### config.mk
export PLATFORM = sky130hd
export DESIGN_NAME = div_result_bcd_conv_flat
export DESIGN_NICKNAME = d
export VERILOG_FILES = /design/src/rtl/div_result_bcd_conv_pkg.sv /design/src/rtl/div_result_bcd_conv_if.sv /design/src/rtl/div_result_bcd_conv_bcd_digit_adj.sv /design/src/rtl/div_result_bcd_conv.sv /design/src/flat_wrapper.sv
export SDC_FILE = /design/constraint.sdc
export NUM_CORES = 1
export LEC_CHECK = 0
export ABC_CLOCK_PERIOD_IN_PS = 1800
export BUFFER_PORTS_ARGS = -buffer_cell sky130_fd_sc_hd__buf_2
export CORE_AREA = 10 10 73 75
export DETAILED_ROUTE_END_ITERATION = 16
export DIE_AREA = 0 0 83 85
export GPL_TIMING_DRIVEN = 0
export PLACE_DENSITY_LB_ADDON = 0.08
export REMOVE_ABC_BUFFERS = 1
export SLEW_MARGIN = 15
export SYNTH_ARGS = -nofsm -noshare
export SYNTH_HDL_FRONTEND = slang
export SYNTH_SLANG_ARGS = --single-unit
### constraint.sdc
create_clock -name clk -period 1.8 [get_ports clk]
set_input_delay 0.36 -clock clk [delete_from_list [all_inputs] [get_ports clk]]
set_output_delay 0.36 -clock clk [all_outputs]
set_load 0.01 [all_outputs]
### src/rtl/div_result_bcd_conv_pkg.sv
// ============================================================================
// Module : div_pkg
// Brief  : Shared types and constants for the divider-result BCD converter.
// Rev    : 1.0  initial release
// ============================================================================
`default_nettype none

package div_pkg;

  typedef enum logic [1:0] {
    IDLE  = 2'd0,
    SHIFT = 2'd1,
    DONE  = 2'd2
  } state_t;

  localparam int         BCD_DIGIT_W = 4;
  localparam logic [3:0] BCD_BLANK   = 4'hF;
  localparam logic [3:0] ADJ_THRESH  = 4'd5;
  localparam logic [3:0] ADJ_ADD     = 4'd3;

endpackage : div_pkg

`default_nettype wire

### src/rtl/div_result_bcd_conv_if.sv
// ============================================================================
// Module : div_result_bcd_conv_if
// Brief  : Input/output handshake bundle; DIV_ZERO_FLAG_EN adds dz_in/err_out.
// Rev    : 1.0  initial release
// ============================================================================
`default_nettype none

interface div_result_bcd_conv_if #(
  parameter int QW = 4,
  parameter int RW = 5,
  parameter int QD = 2,
  parameter int RD = 2
);
  logic            in_valid;
  logic            in_ready;
  logic [QW-1:0]   quot;
  logic [RW-1:0]   rem;
  logic            out_valid;
  logic            out_ready;
  logic [4*QD-1:0] quot_bcd;
  logic [4*RD-1:0] rem_bcd;
`ifdef DIV_ZERO_FLAG_EN
  logic            dz_in;
  logic            err_out;
`endif

  modport slave (
    input  in_valid, quot, rem, out_ready,
`ifdef DIV_ZERO_FLAG_EN
    input  dz_in,
    output err_out,
`endif
    output in_ready, out_valid, quot_bcd, rem_bcd
  );

  modport master (
    output in_valid, quot, rem, out_ready,
`ifdef DIV_ZERO_FLAG_EN
    output dz_in,
    input  err_out,
`endif
    input  in_ready, out_valid, quot_bcd, rem_bcd
  );

endinterface : div_result_bcd_conv_if

`default_nettype wire

### src/rtl/div_result_bcd_conv_bcd_digit_adj.sv
// ============================================================================
// Module : bcd_digit_adj
// Brief  : Double-dabble digit correction: add 3 when the digit is 5 or more.
// Rev    : 1.0  initial release
// ============================================================================
`default_nettype none

module bcd_digit_adj
  import div_pkg::*;
(
  input  logic [BCD_DIGIT_W-1:0] i_digit,
  output logic [BCD_DIGIT_W-1:0] o_digit
);

  always_comb begin
    o_digit = i_digit;
    if (i_digit >= ADJ_THRESH) begin
      o_digit = i_digit + ADJ_ADD;
    end
  end

endmodule : bcd_digit_adj

`default_nettype wire

### src/rtl/div_result_bcd_conv.sv
// ============================================================================
// Module : div_result_bcd_conv
// Brief  : Sequential double-dabble converter of quotient/remainder to BCD.
//          Optional macro DIV_ZERO_FLAG_EN adds divide-by-zero blanking.
// Rev    : 1.0  initial release
// ============================================================================
`default_nettype none

module div_result_bcd_conv
  import div_pkg::*;
#(
  parameter int QW = 4,
  parameter int RW = 5,
  parameter int QD = 2,
  parameter int RD = 2
) (
  input  wire logic              clk,
  input  wire logic              rst,
  div_result_bcd_conv_if.slave   bus
);

  localparam int N   = (QW > RW) ? QW : RW;
  localparam int CW  = $clog2(N + 1);
  localparam int QBW = BCD_DIGIT_W * QD;
  localparam int RBW = BCD_DIGIT_W * RD;

  if (10**QD <= (2**QW) - 1) begin : g_chk_qd
    $error("QD too small to hold the largest quotient");
  end
  if (10**RD <= (2**RW) - 1) begin : g_chk_rd
    $error("RD too small to hold the largest remainder");
  end

  state_t         r_state;
  logic [CW-1:0]  r_cnt;
  logic [N-1:0]   r_qbin;
  logic [N-1:0]   r_rbin;
  logic [QBW-1:0] r_qbcd;
  logic [RBW-1:0] r_rbcd;
  logic           r_in_ready;
  logic           r_out_valid;
  logic [QBW-1:0] w_qadj;
  logic [RBW-1:0] w_radj;

  for (genvar gi = 0; gi < QD; gi++) begin : g_qadj
    bcd_digit_adj u_adj (
      .i_digit (r_qbcd[gi*BCD_DIGIT_W +: BCD_DIGIT_W]),
      .o_digit (w_qadj[gi*BCD_DIGIT_W +: BCD_DIGIT_W])
    );
  end

  for (genvar gi = 0; gi < RD; gi++) begin : g_radj
    bcd_digit_adj u_adj (
      .i_digit (r_rbcd[gi*BCD_DIGIT_W +: BCD_DIGIT_W]),
      .o_digit (w_radj[gi*BCD_DIGIT_W +: BCD_DIGIT_W])
    );
  end

`ifdef DIV_ZERO_FLAG_EN
  logic r_err;
  assign bus.err_out = r_err;
`endif

  always_ff @(posedge clk) begin
    if (rst) begin
      r_state     <= IDLE;
      r_cnt       <= '0;
      r_qbin      <= '0;
      r_rbin      <= '0;
      r_qbcd      <= '0;
      r_rbcd      <= '0;
      r_in_ready  <= 1'b1;
      r_out_valid <= 1'b0;
`ifdef DIV_ZERO_FLAG_EN
      r_err       <= 1'b0;
`endif
    end else begin
      case (r_state)
        IDLE: begin
          if (bus.in_valid) begin
            r_qbin     <= N'(bus.quot);
            r_rbin     <= N'(bus.rem);
            r_qbcd     <= '0;
            r_rbcd     <= '0;
            r_cnt      <= CW'(N);
            r_in_ready <= 1'b0;
            r_state    <= SHIFT;
`ifdef DIV_ZERO_FLAG_EN
            // Divide-by-zero bypasses conversion and presents blank digits.
            if (bus.dz_in) begin
              r_qbcd      <= {QD{BCD_BLANK}};
              r_rbcd      <= {RD{BCD_BLANK}};
              r_cnt       <= '0;
              r_err       <= 1'b1;
              r_out_valid <= 1'b1;
              r_state     <= DONE;
            end
`endif
          end
        end

        SHIFT: begin
          // Adjust then shift: the binary MSB enters the BCD LSB.
          r_qbcd <= {w_qadj[QBW-2:0], r_qbin[N-1]};
          r_rbcd <= {w_radj[RBW-2:0], r_rbin[N-1]};
          r_qbin <= r_qbin << 1;
          r_rbin <= r_rbin << 1;
          r_cnt  <= r_cnt - 1'b1;
          if (r_cnt == CW'(1)) begin
            r_out_valid <= 1'b1;
            r_state     <= DONE;
          end
        end

        DONE: begin
          if (bus.out_ready) begin
            r_out_valid <= 1'b0;
            r_in_ready  <= 1'b1;
            r_state     <= IDLE;
`ifdef DIV_ZERO_FLAG_EN
            r_err       <= 1'b0;
`endif
          end
        end

        default: begin
          r_state     <= IDLE;
          r_in_ready  <= 1'b1;
          r_out_valid <= 1'b0;
        end
      endcase
    end
  end

  assign bus.in_ready  = r_in_ready;
  assign bus.out_valid = r_out_valid;
  assign bus.quot_bcd  = r_qbcd;
  assign bus.rem_bcd   = r_rbcd;

endmodule : div_result_bcd_conv

`default_nettype wire

### src/flat_wrapper.sv
// flat-port wrapper written by rule: the top's interface ports become plain ports
module div_result_bcd_conv_flat import div_pkg::*;
#(
  parameter int QW = 4,
  parameter int RW = 5,
  parameter int QD = 2,
  parameter int RD = 2
)
  (clk, rst, bus_in_valid, bus_quot, bus_rem, bus_out_ready, bus_in_ready, bus_out_valid, bus_quot_bcd, bus_rem_bcd);
  div_result_bcd_conv_if #(.QW(QW), .RW(RW), .QD(QD), .RD(RD)) bus_i ();
  input  wire logic clk;
  input  wire logic rst;
  input wire logic [$bits(bus_i.in_valid)-1:0] bus_in_valid;
  input wire logic [$bits(bus_i.quot)-1:0] bus_quot;
  input wire logic [$bits(bus_i.rem)-1:0] bus_rem;
  input wire logic [$bits(bus_i.out_ready)-1:0] bus_out_ready;
  output wire logic [$bits(bus_i.in_ready)-1:0] bus_in_ready;
  output wire logic [$bits(bus_i.out_valid)-1:0] bus_out_valid;
  output wire logic [$bits(bus_i.quot_bcd)-1:0] bus_quot_bcd;
  output wire logic [$bits(bus_i.rem_bcd)-1:0] bus_rem_bcd;
  assign bus_i.in_valid = bus_in_valid;
  assign bus_i.quot = bus_quot;
  assign bus_i.rem = bus_rem;
  assign bus_i.out_ready = bus_out_ready;
  assign bus_in_ready = bus_i.in_ready;
  assign bus_out_valid = bus_i.out_valid;
  assign bus_quot_bcd = bus_i.quot_bcd;
  assign bus_rem_bcd = bus_i.rem_bcd;
  div_result_bcd_conv #(.QW(QW), .RW(RW), .QD(QD), .RD(RD)) u_core (.clk(clk), .rst(rst), .bus(bus_i));
endmodule
==> summary.md <==
| Metric | Value |
|---|---|
| GRT Util Overall | 10.3% |
| Max Slew Vio Count | 0 |
| Share of layout cells above drive strength 1 | about a fifth |
| Hold Fails Final Rpt | 0 |
| Height of the die | between 80 and 90 um |
| Largest net degree at the start of global routing | 26 |
| Clk buf depth | 2 |
| Layout area overhead | 14.9% |
| Crit end category | flip-flop |
| Mapped Area | roughly 0.0016 sq mm |
| Detailed Place HPWL | ~2600 um |
| Die area | a little over 0.007 sq mm |
| Post-CTS Setup Bufs | 0 |
| Worst-Skew Late Latency | around 280 ps |
| Min Tclk post-route | ~1500 ps |
| Final GP Congestion | 0.722 |
| Final setup viols | 0 |
| Final core occ | between 40% and 50% |
| Worst clock skew | between 2 and 3 ps |
| Mean Syn Cell Area | about 8.9 sq um |
| Antenna violations before repair | 0 |
| PortBufs | 30 |
| Synth Instances | 179 |
| Reg2reg start | u_core.r_state[1]$_SDFFE_PP0P_ |
| Worst slew pin tran | approximately 550 ps |
| Post-synthesis mux area share | 2.50% |
| Peak VDD IR | roughly 410 uV |
| Post-Synth XOR/XNOR Area | under 10% |
| CTS Root Cell | clkbuf_8 |
| Yosys top cell area share | roughly two fifths |
| Post-route clock period utilization | 85.3% |
| Yosys top cell by area | dfxtp_1 |
| Worst setup path class | flip-flop to flip-flop |
| Num CTS Buffers | 5 |
| Largest family of logic cells by synthesized area | simple AND/OR/NAND/NOR gates |
| Power Dens Cells | ~840 mW/mm^2 |
| Flop2flop setup slack | between 200 and 300 ps |
| Hold Path Class | primary input to flip-flop |
| H-tree Lvls | 2 |
| Final net count | between 200 and 250 |
| Drt first pass iters | 7 |
| Final wirelength | 3550 um |
| F_max | approximately 0.65 GHz |
| Max Fanout on Critical Path | 16 |
| Reg2reg end | u_core.bus.quot_bcd[3]$_SDFFE_PP0P_ |
| CP startpoint kind | flip-flop |
| Die width | a little over 80 um |
| Adder-cell share of the synthesized area | around 7.8% |
| Drt drc | 0 |
| Max Cap Viol | 0 |
| RSZ-0062 raised after global routing | false |
| CP Launch Point | u_core.r_state[1]$_SDFFE_PP0P_ |
| Post_cts resized | 0 |
| Antenna cells | 0 |
| Per-cell routed wire length | roughly 14 um |
| Worst r2r path cells | 4 |
| Clk slew on worst S/H paths | approximately 70 ps |
| GRT overflow | 0 |
| Status | finished, final reports clean |
| Leakage power total | 0.809 nW |
| Worst Setup EP | u_core.bus.quot_bcd[3]$_SDFFE_PP0P_ |
| WP data required | a little under 2000 ps |
| Top cells by area, synth | dfxtp_1 (41%), ha_1 (7.8%), nor2_1 (6.6%) |
| First-pass GRT wire length | 6050 um |
| Yosys synthesis warning count | 0 |
| Worst slew margin relative to its limit | 63.3% |
| Final ANT Viol Nets | 0 |
| Vias/cell | between 5 and 6 |
| Io pins | 31 |
| Worst EP arrival | about 1700 ps |
| CORE AREA | approximately 0.004 sq mm |
| Yosys cell types | 31 |
| Compound-cell area share of the yosys netlist | 18.5% |
| CTS sink count | 33 |
| FF+latch count, synth | 33 |
| TNS Setup | 0 ps |
| CTS tree | yes |
| Initial Util | 40.9% |
| Iter 0 DRT Violations | 73 |
| Cell Rows | 23 |
| Vias in the first global route | between 1000 and 1500 |
| Via count | approximately 1300 |
| Post-synthesis sequential area ratio | between 40% and 50% |
| Hold bufs inserted after CTS | 0 |
| Post-Synth Simple-Gate Area | 20.2% |
==> registers in the layout, summed over array words and instances (netlist names) <==
register	flops
u_core.bus.out_valid	1
u_core.bus.rem_bcd	8
u_core.bus.quot_bcd	8
u_core.bus.in_ready	1
u_core.r_cnt	3
u_core.r_rbin	5
u_core.r_state	2
u_core.r_qbin	5
==> cells in the final DEF (no fill, tap or decap), drive strengths merged, types with 2 or more instances in the layout <==
| master | count |
|---|---|
| a211oi | 2 |
| a21oi | 11 |
| a22o | 10 |
| a22oi | 5 |
| a2bb2oi | 2 |
| buf | 30 |
| clkbuf | 7 |
| dfxtp | 33 |
| ha | 10 |
| inv | 11 |
| mux2i | 4 |
| nand2b | 6 |
| nand3 | 4 |
| nor2 | 32 |
| nor2b | 6 |
| nor3 | 13 |
| o21ai | 8 |
| o22ai | 5 |
| xnor2 | 4 |
| xor2 | 2 |
==> critical path, cell delays in order (launching register included) <==
cell and delay (ps):
dfxtp_1 670, nand2b_1 410, nor3_1 90, o21ai_1 150
a21oi_1 80
==> area by class of cell <==
type                       count  area, sq um
inverter                      11         41.3
sequential                    33          661
fill                         419         2080
tap                           50         62.6
multi-input combinational    128          837
clock buffer                   7         86.3
timing repair buffer          30          150
==> routing by layer <==
layer	routed length, um	share of wire [%]	vias up	GRT usage [%]
met3	213	6.0	5	4.59
li1	-	-	681	-
met2	1700	48	26	16.9
met1	1610	45	626	11.4
met5	0	0	-	0
met4	29	0.82	0	4.18
==> metrics by stage <==
step | setup slack, ps | hold slack, ps | cell area (sq um) | power [mW] | cells
final | 264 | 322 | 1840 | 1.55 | 259
after global routing | 33.4 | 354 | 1840 | 1.65 | 259
after CTS | 259 | 319 | 1840 | 1.58 | 259
after detailed placement | 265 | 479 | 1750 | 1.01 | 252
after global placement | 290 | 463 | 1750 | 1.00 | 252
after floorplan | 360 | 425 | 1540 | 0.942 | 172
==> power by group <==
group | total (mW) | internal, mW | leakage (nW) | switching [mW]
Sequential | 0.800 | 0.769 | 0.269 | 0.0311
Clock | 0.560 | 0.303 | 0.0443 | 0.257
Combinational | 0.191 | 0.0774 | 0.495 | 0.113
==> cell usage after synthesis, drive strengths merged <==
cell          number
a211oi             2
a21oi             11
a22o              10
a22oi              5
a2bb2oi            2
buf                5
clkbuf             1
dfxtp             33
dlymetal6s2s       1
ha                10
inv               11
mux2i              4
nand2              1
nand2b             6
nand3              4
nand3b             1
nor2              32
nor2b              6
nor3              13
o21ai              8
o21bai             1
o22ai              5
or2                1
xnor2              4
xor2               2
==> logic make-up (layout without fill, tap and decap cells) <==
group / after synthesis / after routing
simple gates: 64 / 64
compound gates: 44 / 44
flops: 33 / 33
buf+inv: 18 / 48
fa+ha+maj: 10 / 10
xor+xnor: 6 / 6
mux: 4 / 4
==> worst min-delay path by stage <==
stage                                 startpoint                                end  slack, ps  cells past startpoint
4_1_cts                               bus_rem[0]      u_core.r_rbin[0]$_SDFFE_PP0P_        320                      3
2_1_floorplan                                rst       u_core.r_cnt[0]$_SDFFE_PP0P_        420                      1
3_3_place_gp   u_core.bus.out_valid$_SDFFE_PP0P_  u_core.bus.out_valid$_SDFFE_PP0P_        460                      2
3_5_place_dp   u_core.bus.out_valid$_SDFFE_PP0P_  u_core.bus.out_valid$_SDFFE_PP0P_        480                      2
6_report                              bus_rem[0]      u_core.r_rbin[0]$_SDFFE_PP0P_        320                      3
5_1_grt                               bus_rem[0]      u_core.r_rbin[0]$_SDFFE_PP0P_        350                      3
Note: power is estimated with default switching activity, not from simulation.
